File: config.mk
export PLATFORM = sky130hd
export DESIGN_NAME = mul_seq_ctrl_flat
export DESIGN_NICKNAME = d
export VERILOG_FILES = /design/src/rtl/wisc_alu_pkg.sv /design/src/rtl/mul_seq_ctrl_if.sv /design/src/rtl/mul_seq_fsm.sv /design/src/rtl/mul_seq_ctrl.sv /design/src/flat_wrapper.sv
export SDC_FILE = /design/constraint.sdc
export NUM_CORES = 1
export LEC_CHECK = 0
export CORE_UTILIZATION = 49
export DETAILED_ROUTE_END_ITERATION = 8
export PLACE_DENSITY_LB_ADDON = 0.3
export SYNTH_ARGS = -nofsm -noshare
export SYNTH_HDL_FRONTEND = slang
export SYNTH_SLANG_ARGS = --single-unit
export TNS_END_PERCENT = 1
File: constraint.sdc
create_clock -name clk -period 5.79 [get_ports clk]
set_input_delay 1.4475 -clock clk [delete_from_list [all_inputs] [get_ports clk]]
set_output_delay 1.4475 -clock clk [all_outputs]
set_load 0.01 [all_outputs]
File: src/rtl/wisc_alu_pkg.sv
// Shared execute-stage ALU encodings and the multiply sequencer's state type.
// Both the sequencer and its FSM import this package.
package wisc_alu_pkg;

  localparam logic [4:0] OP_RTYPE = 5'b11011;
  localparam logic [1:0] FN_ADD   = 2'b00;
  localparam logic [4:0] OP_SLLI  = 5'b10100;

  localparam int MUL_W = 16;

  typedef enum logic [1:0] {
    ST_IDLE  = 2'd0,
    ST_ADD   = 2'd1,
    ST_SHIFT = 2'd2,
    ST_DONE  = 2'd3
  } mul_state_e;

  // Where to go once the multiplier holds m: empty means finished, else add or skip.
  function automatic mul_state_e seq_state(input logic [MUL_W-1:0] m);
    if (m == '0) begin
      return ST_DONE;
    end else if (m[0]) begin
      return ST_ADD;
    end else begin
      return ST_SHIFT;
    end
  endfunction

endpackage

File: src/rtl/mul_seq_ctrl_if.sv
// Bundle between the multiply sequencer, the pipeline control and the shared ALU.
// The slave modport is the sequencer's view.
interface mul_seq_ctrl_if #(
  parameter int WIDTH = 16
);

  logic             start;
  logic             kill;
  logic [WIDTH-1:0] a;
  logic [WIDTH-1:0] b;
  logic [WIDTH-1:0] alu_res;
  logic             alu_own;
  logic [4:0]       alu_opcode;
  logic [1:0]       alu_funct;
  logic [WIDTH-1:0] alu_rs;
  logic [WIDTH-1:0] alu_rt;
  logic [7:0]       alu_imm;
  logic             busy;
  logic             done;
  logic [WIDTH-1:0] product;

  modport master (
    output start, kill, a, b, alu_res,
    input  alu_own, alu_opcode, alu_funct, alu_rs, alu_rt, alu_imm,
    input  busy, done, product
  );

  modport slave (
    input  start, kill, a, b, alu_res,
    output alu_own, alu_opcode, alu_funct, alu_rs, alu_rt, alu_imm,
    output busy, done, product
  );

endinterface

File: src/rtl/mul_seq_fsm.sv
// State register and next-state decode for the shift-and-add multiply sequencer.
// The multiplier register emptying out ends the loop, so no iteration counter exists.
module mul_seq_fsm
  import wisc_alu_pkg::*;
#(
  parameter int WIDTH = 16
) (
  input  logic             clk,
  input  logic             rst,
  input  logic             start_i,
  input  logic             kill_i,
  input  logic [WIDTH-1:0] b_i,
  input  logic [WIDTH-1:0] mplier_i,
  output mul_state_e       state_o,
  output mul_state_e       state_next_o,
  output logic             accept_o
);

  mul_state_e state_q;
  mul_state_e state_d;
  logic       accept_d;

  always_ff @(posedge clk) begin
    if (rst) begin
      state_q <= ST_IDLE;
    end else begin
      state_q <= state_d;
    end
  end

  always_comb begin
    state_d  = state_q;
    accept_d = 1'b0;
    // A flush beats everything, including a start arriving in the same cycle.
    if (kill_i) begin
      state_d = ST_IDLE;
    end else begin
      unique case (state_q)
        ST_IDLE, ST_DONE: begin
          if (start_i) begin
            accept_d = 1'b1;
            state_d  = seq_state(b_i);
          end else begin
            state_d = ST_IDLE;
          end
        end
        ST_ADD:   state_d = ST_SHIFT;
        ST_SHIFT: state_d = seq_state(mplier_i >> 1);
        default:  state_d = ST_IDLE;
      endcase
    end
  end

  assign state_o      = state_q;
  assign state_next_o = state_d;
  assign accept_o     = accept_d;

endmodule

File: src/rtl/mul_seq_ctrl.sv
// Multi-cycle 16x16->16 multiplier that borrows the EX-stage ALU for ADD and SLLI
// steps, stalling the pipeline while it owns the ALU operand mux.
module mul_seq_ctrl #(
  parameter int WIDTH = 16
) (
  input logic             clk,
  input logic             rst,
  mul_seq_ctrl_if.slave   bus
);

  import wisc_alu_pkg::*;

  mul_state_e       state_q;
  mul_state_e       state_d;
  logic             accept;

  logic [WIDTH-1:0] acc_q, acc_d;
  logic [WIDTH-1:0] mcand_q, mcand_d;
  logic [WIDTH-1:0] mplier_q, mplier_d;
  logic [WIDTH-1:0] product_q, product_d;

  logic             own;
  logic [4:0]       opcode;
  logic [1:0]       funct;
  logic [WIDTH-1:0] rs;
  logic [WIDTH-1:0] rt;
  logic [7:0]       imm;

  mul_seq_fsm #(
    .WIDTH (WIDTH)
  ) u_fsm (
    .clk          (clk),
    .rst          (rst),
    .start_i      (bus.start),
    .kill_i       (bus.kill),
    .b_i          (bus.b),
    .mplier_i     (mplier_q),
    .state_o      (state_q),
    .state_next_o (state_d),
    .accept_o     (accept)
  );

  always_comb begin
    acc_d     = acc_q;
    mcand_d   = mcand_q;
    mplier_d  = mplier_q;
    product_d = product_q;
    if (accept) begin
      acc_d    = '0;
      mcand_d  = bus.a;
      mplier_d = bus.b;
    end else if (!bus.kill) begin
      unique case (state_q)
        ST_ADD: acc_d = bus.alu_res;
        ST_SHIFT: begin
          mcand_d  = bus.alu_res;
          mplier_d = mplier_q >> 1;
        end
        default: ;
      endcase
    end
    // Capture the accumulator value that will stand at DONE entry; for b==0 that is the fresh zero.
    if (state_d == ST_DONE) begin
      product_d = acc_d;
    end
  end

  always_ff @(posedge clk) begin
    if (rst) begin
      acc_q     <= '0;
      mcand_q   <= '0;
      mplier_q  <= '0;
      product_q <= '0;
    end else begin
      acc_q     <= acc_d;
      mcand_q   <= mcand_d;
      mplier_q  <= mplier_d;
      product_q <= product_d;
    end
  end

  always_comb begin
    own    = 1'b0;
    opcode = '0;
    funct  = '0;
    rs     = '0;
    rt     = '0;
    imm    = '0;
    unique case (state_q)
      ST_ADD: begin
        own    = 1'b1;
        opcode = OP_RTYPE;
        funct  = FN_ADD;
        rs     = acc_q;
        rt     = mcand_q;
      end
      ST_SHIFT: begin
        own    = 1'b1;
        opcode = OP_SLLI;
        rs     = mcand_q;
        imm    = 8'd1;
      end
      default: ;
    endcase
  end

  assign bus.alu_own    = own;
  assign bus.alu_opcode = opcode;
  assign bus.alu_funct  = funct;
  assign bus.alu_rs     = rs;
  assign bus.alu_rt     = rt;
  assign bus.alu_imm    = imm;
  assign bus.busy       = own;
  assign bus.done       = (state_q == ST_DONE);
  assign bus.product    = product_q;

endmodule

File: src/flat_wrapper.sv
// flat-port wrapper written by rule: the top's interface ports become plain ports
module mul_seq_ctrl_flat import wisc_alu_pkg::*;
#(
  parameter int WIDTH = 16
)
  (clk, rst, bus_start, bus_kill, bus_a, bus_b, bus_alu_res, bus_alu_own, bus_alu_opcode, bus_alu_funct, bus_alu_rs, bus_alu_rt, bus_alu_imm, bus_busy, bus_done, bus_product);
  mul_seq_ctrl_if #(.WIDTH(WIDTH)) bus_i ();
  input logic clk;
  input logic rst;
  input wire logic [$bits(bus_i.start)-1:0] bus_start;
  input wire logic [$bits(bus_i.kill)-1:0] bus_kill;
  input wire logic [$bits(bus_i.a)-1:0] bus_a;
  input wire logic [$bits(bus_i.b)-1:0] bus_b;
  input wire logic [$bits(bus_i.alu_res)-1:0] bus_alu_res;
  output wire logic [$bits(bus_i.alu_own)-1:0] bus_alu_own;
  output wire logic [$bits(bus_i.alu_opcode)-1:0] bus_alu_opcode;
  output wire logic [$bits(bus_i.alu_funct)-1:0] bus_alu_funct;
  output wire logic [$bits(bus_i.alu_rs)-1:0] bus_alu_rs;
  output wire logic [$bits(bus_i.alu_rt)-1:0] bus_alu_rt;
  output wire logic [$bits(bus_i.alu_imm)-1:0] bus_alu_imm;
  output wire logic [$bits(bus_i.busy)-1:0] bus_busy;
  output wire logic [$bits(bus_i.done)-1:0] bus_done;
  output wire logic [$bits(bus_i.product)-1:0] bus_product;
  assign bus_i.start = bus_start;
  assign bus_i.kill = bus_kill;
  assign bus_i.a = bus_a;
  assign bus_i.b = bus_b;
  assign bus_i.alu_res = bus_alu_res;
  assign bus_alu_own = bus_i.alu_own;
  assign bus_alu_opcode = bus_i.alu_opcode;
  assign bus_alu_funct = bus_i.alu_funct;
  assign bus_alu_rs = bus_i.alu_rs;
  assign bus_alu_rt = bus_i.alu_rt;
  assign bus_alu_imm = bus_i.alu_imm;
  assign bus_busy = bus_i.busy;
  assign bus_done = bus_i.done;
  assign bus_product = bus_i.product;
  mul_seq_ctrl #(.WIDTH(WIDTH)) u_core (.clk(clk), .rst(rst), .bus(bus_i));
endmodule
* Word-level counts from Yosys, hierarchy flattened *
Cells that the tools add are included.

word-level totals
  register bits after elaboration = 66
  input bits = 52
  output and inout bits = 66
  logic and storage cells = 41

operators by class
  eq/ne operators = 5
  multiplexer cells = 24
  reductions and logical operators = 7

operator list
  cell                                            number
  two-way mux 16 bit                              10
  logical NOT 16 bit                              2
  case mux 16 bit (2 select lines)                1
  two-way mux 2 bit                               6
  case mux 5 bit (2 select lines)                 1
  == test 2 bit (second input constant)           3
  case mux 2 bit (3 select lines)                 1
  two-way mux 1 bit                               5
  OR reduction 2 bit                              2
  == test 2 x 1 -> 1 bit (second input constant)  1
  logical NOT 2 bit                               1
  != test 2 x 1 -> 1 bit (second input constant)  1
  AND reduction 2 bit                             1
  nonzero test 2 bit                              1

* Depth between registers and ports, before layout *
Gate-level depths: netlist of the first run.

  depth after elaboration = 6
  depth in mapped cells = 9
  mapped depth without buffers = 6

* Hierarchy *
A second synthesis of the first run with hierarchy kept.

unflattened totals
  cell total of the unflattened synthesis = 362
  area, all modules = 3415.8 um2

modules (own cells, without submodules)
  module        times used  cells an instance  area an instance (um2)  seq. area each (um2)
  mul_seq_ctrl  1           333                3181.8                  1281.2
  mul_seq_fsm   1           29                 234.0                   40.0

* Least setup slack after synthesis of the first run *
OpenSTA, ideal clock, no wires.

  kind = reg-to-output
  from = reg u_core.u_fsm.state_q[1], in the netlist u_core.u_fsm.state_o[1]
  to = out bus_alu_rs[10]
  arrival time = 1.584 ns
  required time = 4.343 ns
  path slack = 2.759 ns
  cell stages (with the launch flop) = 7
  path buffers = 1
  cells stage by stage = dfxtp_1 -> inv_1 -> ha_1 -> inv_2 -> nor2_1 -> clkbuf_1 -> a22o_1

between the ends
  word-level cells in the longest chain between the ends = 2
  elaborated cells between the ends (all ways) = 3
  classes of those cells = eq/ne (2); mux (1)

RTL lines
  item                                                     RTL line            text
  start: declaration                                       mul_seq_fsm.sv:19   mul_state_e state_q;
  start signal: assignment                                 mul_seq_fsm.sv:27   state_q <= state_d;
  == test 2 bit or == test 2 x 1 -> 1 bit (tied branches)  mul_seq_ctrl.sv:89  unique case (state_q)
  case mux 16 bit (2 select lines) *                       mul_seq_ctrl.sv:89
  end: declaration                                         flat_wrapper.sv:18  output wire logic [$bits(bus_i.alu_rs)-1:0] bus_alu_rs;

Every way passes the cells marked *; elsewhere a longest branch is shown, timed or not.

* Worst setup path in the final report of the first run *
  from = reg u_core.u_fsm.state_q[1], in the netlist u_core.u_fsm.state_o[1]
  to = out bus_alu_rs[13]

The elaborated chain is that of the path after synthesis.

==> qor.txt, run 1 <==
Port bufs - 108
Hold buffers post-CTS - 0
Initial antenna violation count - 0
TritonCTS clock tree - done
Starting density of the core - 51.2%
Area growth syn-to-layout - 36.5%
Initial detailed-routing violation count - 161
Fin crit share - 75.8%
P_int - 735 µW
Fin util - 70.0%
Fin Setup TNS - 0 ns
Ranking of synthesized cells by area - dfxtp_1 (40%), mux2i_1 (9.4%), a211oi_1 (7.1%)
Asr flop ratio synth - 0%
Via density per instance - 5.55
Pwr dens - 218 nW/µm²
DRT antenna net count - 0
Worst hold path type - reg -> reg
Commonest cells after routing, fill and taps aside - clkdlybuf4s50_1 (108), dfxtp_1 (65), nor2_1 (34)
CTS Buffer Depth - 2
Net Sw Frac - 24.9%
Final #Nets - 509
Share of the synthesized area in the top cell type - 39.5%
# diodes - 0
Clk_skew - 0.00865 ns
Row count - 29
Post-Route WL - 8870 µm
Hold_sp - u_core.acc_q[0]
Vias in the first global route - 2855
Post-layout min period - 4.39 ns
Leak - 1.59 nW
All-layer global routing usage - 25.5%
RR Endpoint - u_core.bus.product[1]
Comb pwr share - 11.9%
Gate Count Post-Synth - 365
Share of layout cells above drive strength 1 - 8.71%
GR peak layer - met2
Synth Flop Type - dfxtp_1
H-tree depth - 3
Worst skew pair latency - 0.34 ns
Drt pass-1 iters - 6
Yosys synthesis warning count - 0
Critical path class - reg -> out
WHS Endpoint - u_core.acc_q[0]
Final Hold Vio Count - 0
Met1 usage - 31.2%
Commonest non-fill, non-tap cell in the layout - clkdlybuf4s50_1
TritonCTS Buffers - 9
NetSw - 244 µW
Max Fanout on Critical Path - 22
First-pass GRT wire length - 14100 µm
Die outline height - 84.0 µm
# DRC - 24
Critical path launch point type - flop
Sink Count - 65
Biggest area consumer among synthesized cells - dfxtp_1
Largest net degree at the start of global routing - 58
Internal reg-to-reg setup slack - 3.39 ns
Slew Limit Fails - 0
Slew HR - 21.5%
Hold Crit Depth - 2
Post-CTS Setup Repair Bufs - 0
EDFF count, synth - 0
Worst R2R Path Depth - 6
Final setup fails - 0
Critical path arrival - 2.94 ns
Worst Tran Pin Value - 1.18 ns
Setup crit end kind - output pin
Reg clk slew, reported paths - 0.07 ns
PostCTS Resize Cnt - 0
Chip width - 84.0 µm
Ports - 118
GRT Residual Overflow - 0
Detail Placement HPWL - 6080 µm
Clock share of power - 39.1%
Status - finished, violations left
Failing checks - DRC
Seq/Total Area, Yosys - 39.5%
Die area - 7050 µm²
Avg Inst Size Synth - 9.02 µm²
CP Data Required Time - 4.34 ns
Grt met2 use - 43.4%
Netlist Area Pre-Place - 3290 µm²
Flop pwr share - 49.0%
Distinct cells, synth - 34
Grt met3 use - 4.85%
Root Driver - clkbuf_8
RR Startpoint - u_core.u_fsm.state_o[1]
RSZ-0062 raised after global routing - no
Routed len/inst - 16.5 µm
RePlAce Congestion - 0.835
Peak supply drop - 0.156 mV
Synth Register Bits - 65
Routed vias - 2976
Max-Cap Viols - 0
Fmax - 0.228 GHz
Core Area - 6420 µm²
[per-stage QoR]
| step | area (µm²) | setup slack (ns) | hold WS (ns) | cells | total power, mW |
|---|---|---|---|---|---|
| 2_1_floorplan | 3320 | 2.76 | 0.450 | 373 | 0.549 |
| 4_1_cts | 4490 | 1.42 | 0.473 | 536 | 0.983 |
| 3_3_place_gp | 4300 | 1.93 | 0.469 | 520 | 0.603 |
| 5_1_grt | 4490 | 1.24 | 0.497 | 536 | 1.02 |
| 6_report | 4490 | 1.40 | 0.482 | 536 | 0.979 |
| 3_5_place_dp | 4300 | 1.81 | 0.463 | 520 | 0.604 |
[how the worst max path moves through the flow]
stage / startpoint / end / slack [ns] / cells past startpoint
finish: u_core.u_fsm.state_o[1] / bus_alu_rs[13] / 1.40 / 7
detailed placement: u_core.u_fsm.state_o[1] / bus_alu_rs[13] / 1.81 / 7
global placement: u_core.u_fsm.state_o[1] / bus_alu_rs[11] / 1.93 / 7
global route: u_core.u_fsm.state_o[0] / bus_alu_rs[13] / 1.24 / 6
floorplan: u_core.u_fsm.state_o[1] / bus_alu_rs[10] / 2.76 / 6
CTS: u_core.u_fsm.state_o[1] / bus_alu_rs[13] / 1.42 / 7
[power groups by stage]
stage / Clock [mW] / Combinational, mW / Sequential (mW)
after CTS: 0.388 / 0.116 / 0.479
after global routing: 0.412 / 0.125 / 0.481
after detailed placement: 0 / 0.115 / 0.489
after floorplan: 0 / 0.0658 / 0.484
after global placement: 0 / 0.114 / 0.489
final: 0.383 / 0.116 / 0.479
[cells by family after synthesis]
group,count (synthesis),synth area share [%]
buffers and inverters,48,8.06
adders and majority gates,3,1.14
and+or+nand+nor,117,17.8
DFF,65,39.5
AOI/OAI and AO/OA,84,17.3
muxes,47,16.0
other,1,0.114
[layout make-up]
class,count,area (µm²)
clock inverters,5,55.1
repair buffers,113,1120
fillers,514,1930
inverters,5,18.8
flip-flops and latches,65,1300
well taps,77,96.3
multi-input cells,260,1760
clock buffers,11,141
[critical path, cell delays in order, from the launching register on]
cell and delay [ns]:
dfxtp_1 0.33, inv_1 0.06, ha_1 0.59, inv_2 0.08
nor2_1 0.53, buf_4 0.30, a22o_1 0.16, clkdlybuf4s50_1 0.54
[state kept, by name, summed over array words and instances, names as in the netlist]
signal and flops:
u_core.acc_q 16, u_core.bus.product 16, u_core.mcand_q 16, u_core.mplier_q 15, u_core.u_fsm.state_o 2
[synth_stat cells (6+ instances only)]
library cell,instances
buf_2,9
dfxtp_1,65
a21oi_1,33
nand2_1,32
and2_1,16
buf_4,15
nand2b_1,18
mux2_2,6
a211oi_1,31
a22o_1,16
nor2_1,34
nor4_1,6
mux2i_1,31
clkbuf_1,14
mux2_4,10
[layer usage]
metal	vias up	wire (µm)	part of all wire, %
met1	1407	3920	44
met5	-	0	0
met3	17	503	5.7
li1	1433	-	-
met4	0	156	1.8
met2	119	4290	48
(Power assumes the default switching activity.)
==> run 2: changes to the inputs <==
- CORE_UTILIZATION: 49 -> 41
- clock period: 5.79 -> 3.7 ns (I/O delays scaled with it)
==> run 2 against run 1 <==
Compared with the run above:
- the flow now finishes without violations
- final cell count is 5.0% higher
- worst hold slack worse by 0.0027 ns
- routed wire length grew 0.25%
- combinational power increased by 57%
- total power rose by 60%
- sequential cell count unchanged
- clock power grew 67%
- critical endpoint is now bus_alu_rs[9]
- highest routed layer unchanged
==> qor.txt, run 2 (synthesis gave the netlist of run 1 again) <==
Fin Setup TNS - 0 ns (unchanged)
Hold buffers post-CTS - 0 (unchanged)
Post-layout min period - 3.18 ns
Clock share of power - 40.7% (+1.6 points)
Starting density of the core - 42.6% (-8.7 points)
All-layer global routing usage - 22.1% (-3.4 points)
Clk_skew - 0.00836 ns (-0.000291 ns)
Routed vias - 2881 (-3.2%)
Drt pass-1 iters - 4 (-2)
P_int - 1.20 mW (+64%)
Peak supply drop - 0.195 mV (+26%)
Sink Count - 65 (unchanged)
Critical path depth - 6 (-1)
RePlAce Congestion - 0.776 (-7.1%)
Final #Nets - 512 (+0.59%)
DRT antenna net count - 0 (unchanged)
Final setup fails - 0 (unchanged)
Cell Chain, Critical Path - inv_1 > ha_1 > nor2_1 > buf_4 > a22o_1 > clkdlybuf4s50_1
Worst hold path type - reg -> reg
TritonCTS Buffers - 9 (unchanged)
Place WS - 0.677 ns (-1.13 ns)
Worst R2R Path Depth - 6 (unchanged)
Core Area - 7730 µm² (+20%)
CP Data Required Time - 2.77 ns (-1.57 ns)
Worst path max stage delay - 0.55 ns (-0.04 ns)
Via density per instance - 5.12 (-7.8%)
Final worst slack - 0.520 ns (-0.878 ns)
Area of the multi-input gates - 1760 µm² (unchanged)
Slew Limit Fails - 0 (unchanged)
H-tree depth - 3 (unchanged)
Vias in the first global route - 2786 (-2.4%)
Critical path launch point type - flop
Root Driver - clkbuf_8
Worst path bufs/invs - 3 (-1)
Initial detailed-routing violation count - 120 (-25%)
Initial antenna violation count - 0 (unchanged)
# diodes - 0 (unchanged)
Flop pwr share - 47.7% (-1.3 points)
Leak - 1.63 nW (+2.0%)
Post-CTS Setup Repair Bufs - 0 (unchanged)
RSZ-0062 raised after global routing - no
Fin crit share - 85.9%
# DRC - 0 (-100%)
Die area - 8390 µm² (+19%)
First-pass GRT wire length - 14400 µm (+2.1%)
Routed len/inst - 15.8 µm (-4.6%)
NetSw - 366 µW (+50%)
Ports - 118 (unchanged)
Die outline height - 91.6 µm (+9.1%)
Worst skew pair latency - 0.34 ns (about the same)
Largest net degree at the start of global routing - 50 (-14%)
Reg clk slew, reported paths - 0.07 ns (about the same)
PostCTS Resize Cnt - 0 (unchanged)
Pwr dens - 344 nW/µm² (+58%)
Commonest non-fill, non-tap cell in the layout - clkdlybuf4s50_1
Comb pwr share - 11.6% (-0.3 points)
Fmax - 0.315 GHz
Row count - 32 (+10%)
Chip width - 91.6 µm (+9.1%)
Port bufs - 108 (unchanged)
Area growth syn-to-layout - 38.6%
Slew HR - 51.4% (+30 points)
Max Fanout on Critical Path - 16 (-27%)
Detail Placement HPWL - 6080 µm (+0.12%)
Hold Crit Depth - 2 (unchanged)
Worst path top cell family by delay - buffers and inverters
Net Sw Frac - 23.3% (-1.6 points)
Filler instances - 692 (+35%)
Worst Tran Pin Value - 0.728 ns (-0.448 ns)
CTS Buffer Depth - 2 (unchanged)
Status - finished clean
Setup crit end kind - output pin
Register area - 1300 µm² (unchanged)
Critical path arrival - 2.25 ns (-0.69 ns)
Post-Route WL - 8890 µm (+0.25%)
Critical path class - reg -> out
TritonCTS clock tree - done
Max-Cap Viols - 0 (unchanged)
Commonest cells after routing, fill and taps aside - clkdlybuf4s50_1 (107), dfxtp_1 (65), nor2_1 (34)
Share of layout cells above drive strength 1 - 9.54% (+0.83 points)
Final Hold Vio Count - 0 (unchanged)
GRT Residual Overflow - 0 (unchanged)
Slowest-stage cell, CP - clkdlybuf4s50_1
[run 2: changes by cell type in the layout (fill, tap and decap cells not counted), sizes merged]
cell           change
buf                +4
clkbuf             +2
clkinvlp           -2
clkdlybuf4s50      -1
clkinv             -1
[run 2: power by group through the flow]
stage	Combinational (mW)	Clock (mW)	Sequential, mW
floorplan	0.103	0	0.757
global route	0.200	0.681	0.752
finish	0.182	0.639	0.748
CTS	0.183	0.648	0.748
detailed placement	0.182	0	0.763
global placement	0.180	0	0.762
[run 2: layout make-up]
cell class	instances	area share, %
clock buffer	13	3.92
clock inverter	2	0.768
inverter	5	0.412
tap	102	2.80
timing repair buffer	116	24.9
multi-input combinational	260	38.6
sequential	65	28.5
[run 2: metrics by stage]
step | total power, mW | cells | hold slack [ns] | cell area (µm²) | utilization (%)
floorplan | 0.860 | 373 | 0.450 | 3320 | -
global placement | 0.942 | 548 | 0.466 | 4350 | 56.2
CTS | 1.58 | 563 | 0.478 | 4560 | 59.0
finish | 1.57 | 563 | 0.479 | 4560 | 59.0
global route | 1.63 | 563 | 0.504 | 4560 | 59.0
detailed placement | 0.945 | 548 | 0.469 | 4350 | 56.2
[run 2: worst paths after layout]
| check | slack (ns) | to | startpoint |
|---|---|---|---|
| max reg2reg | 1.49 | u_core.bus.product[5] | u_core.u_fsm.state_o[0] |
| max | 0.52 | bus_alu_rs[9] | u_core.u_fsm.state_o[0] |
| min reg2reg | 0.48 | u_core.acc_q[7] | u_core.acc_q[7] |
| min | 0.48 | u_core.acc_q[7] | u_core.acc_q[7] |
[run 2: worst reg2reg max path, delay by kind of cell (launching register included)]
family	cells	cell delay [ns]
AND/OR/NAND/NOR	2	0.84
adder cells (fa/ha/maj)	1	0.38
flip-flops	1	0.36
multiplexers	1	0.30
AO/OA/AOI/OAI	1	0.17
buffers and inverters	1	0.06
[run 2: per-layer routing]
| metal | up-vias | wire (µm) | track usage (%) |
|---|---|---|---|
| li1 | 1439 | - | - |
| met1 | 1316 | 3810 | 27.2 |
| met2 | 117 | 4260 | 37.7 |
| met3 | 9 | 730 | 4.61 |
| met4 | 0 | 98 | 8.33 |
| met5 | - | 0 | 0 |
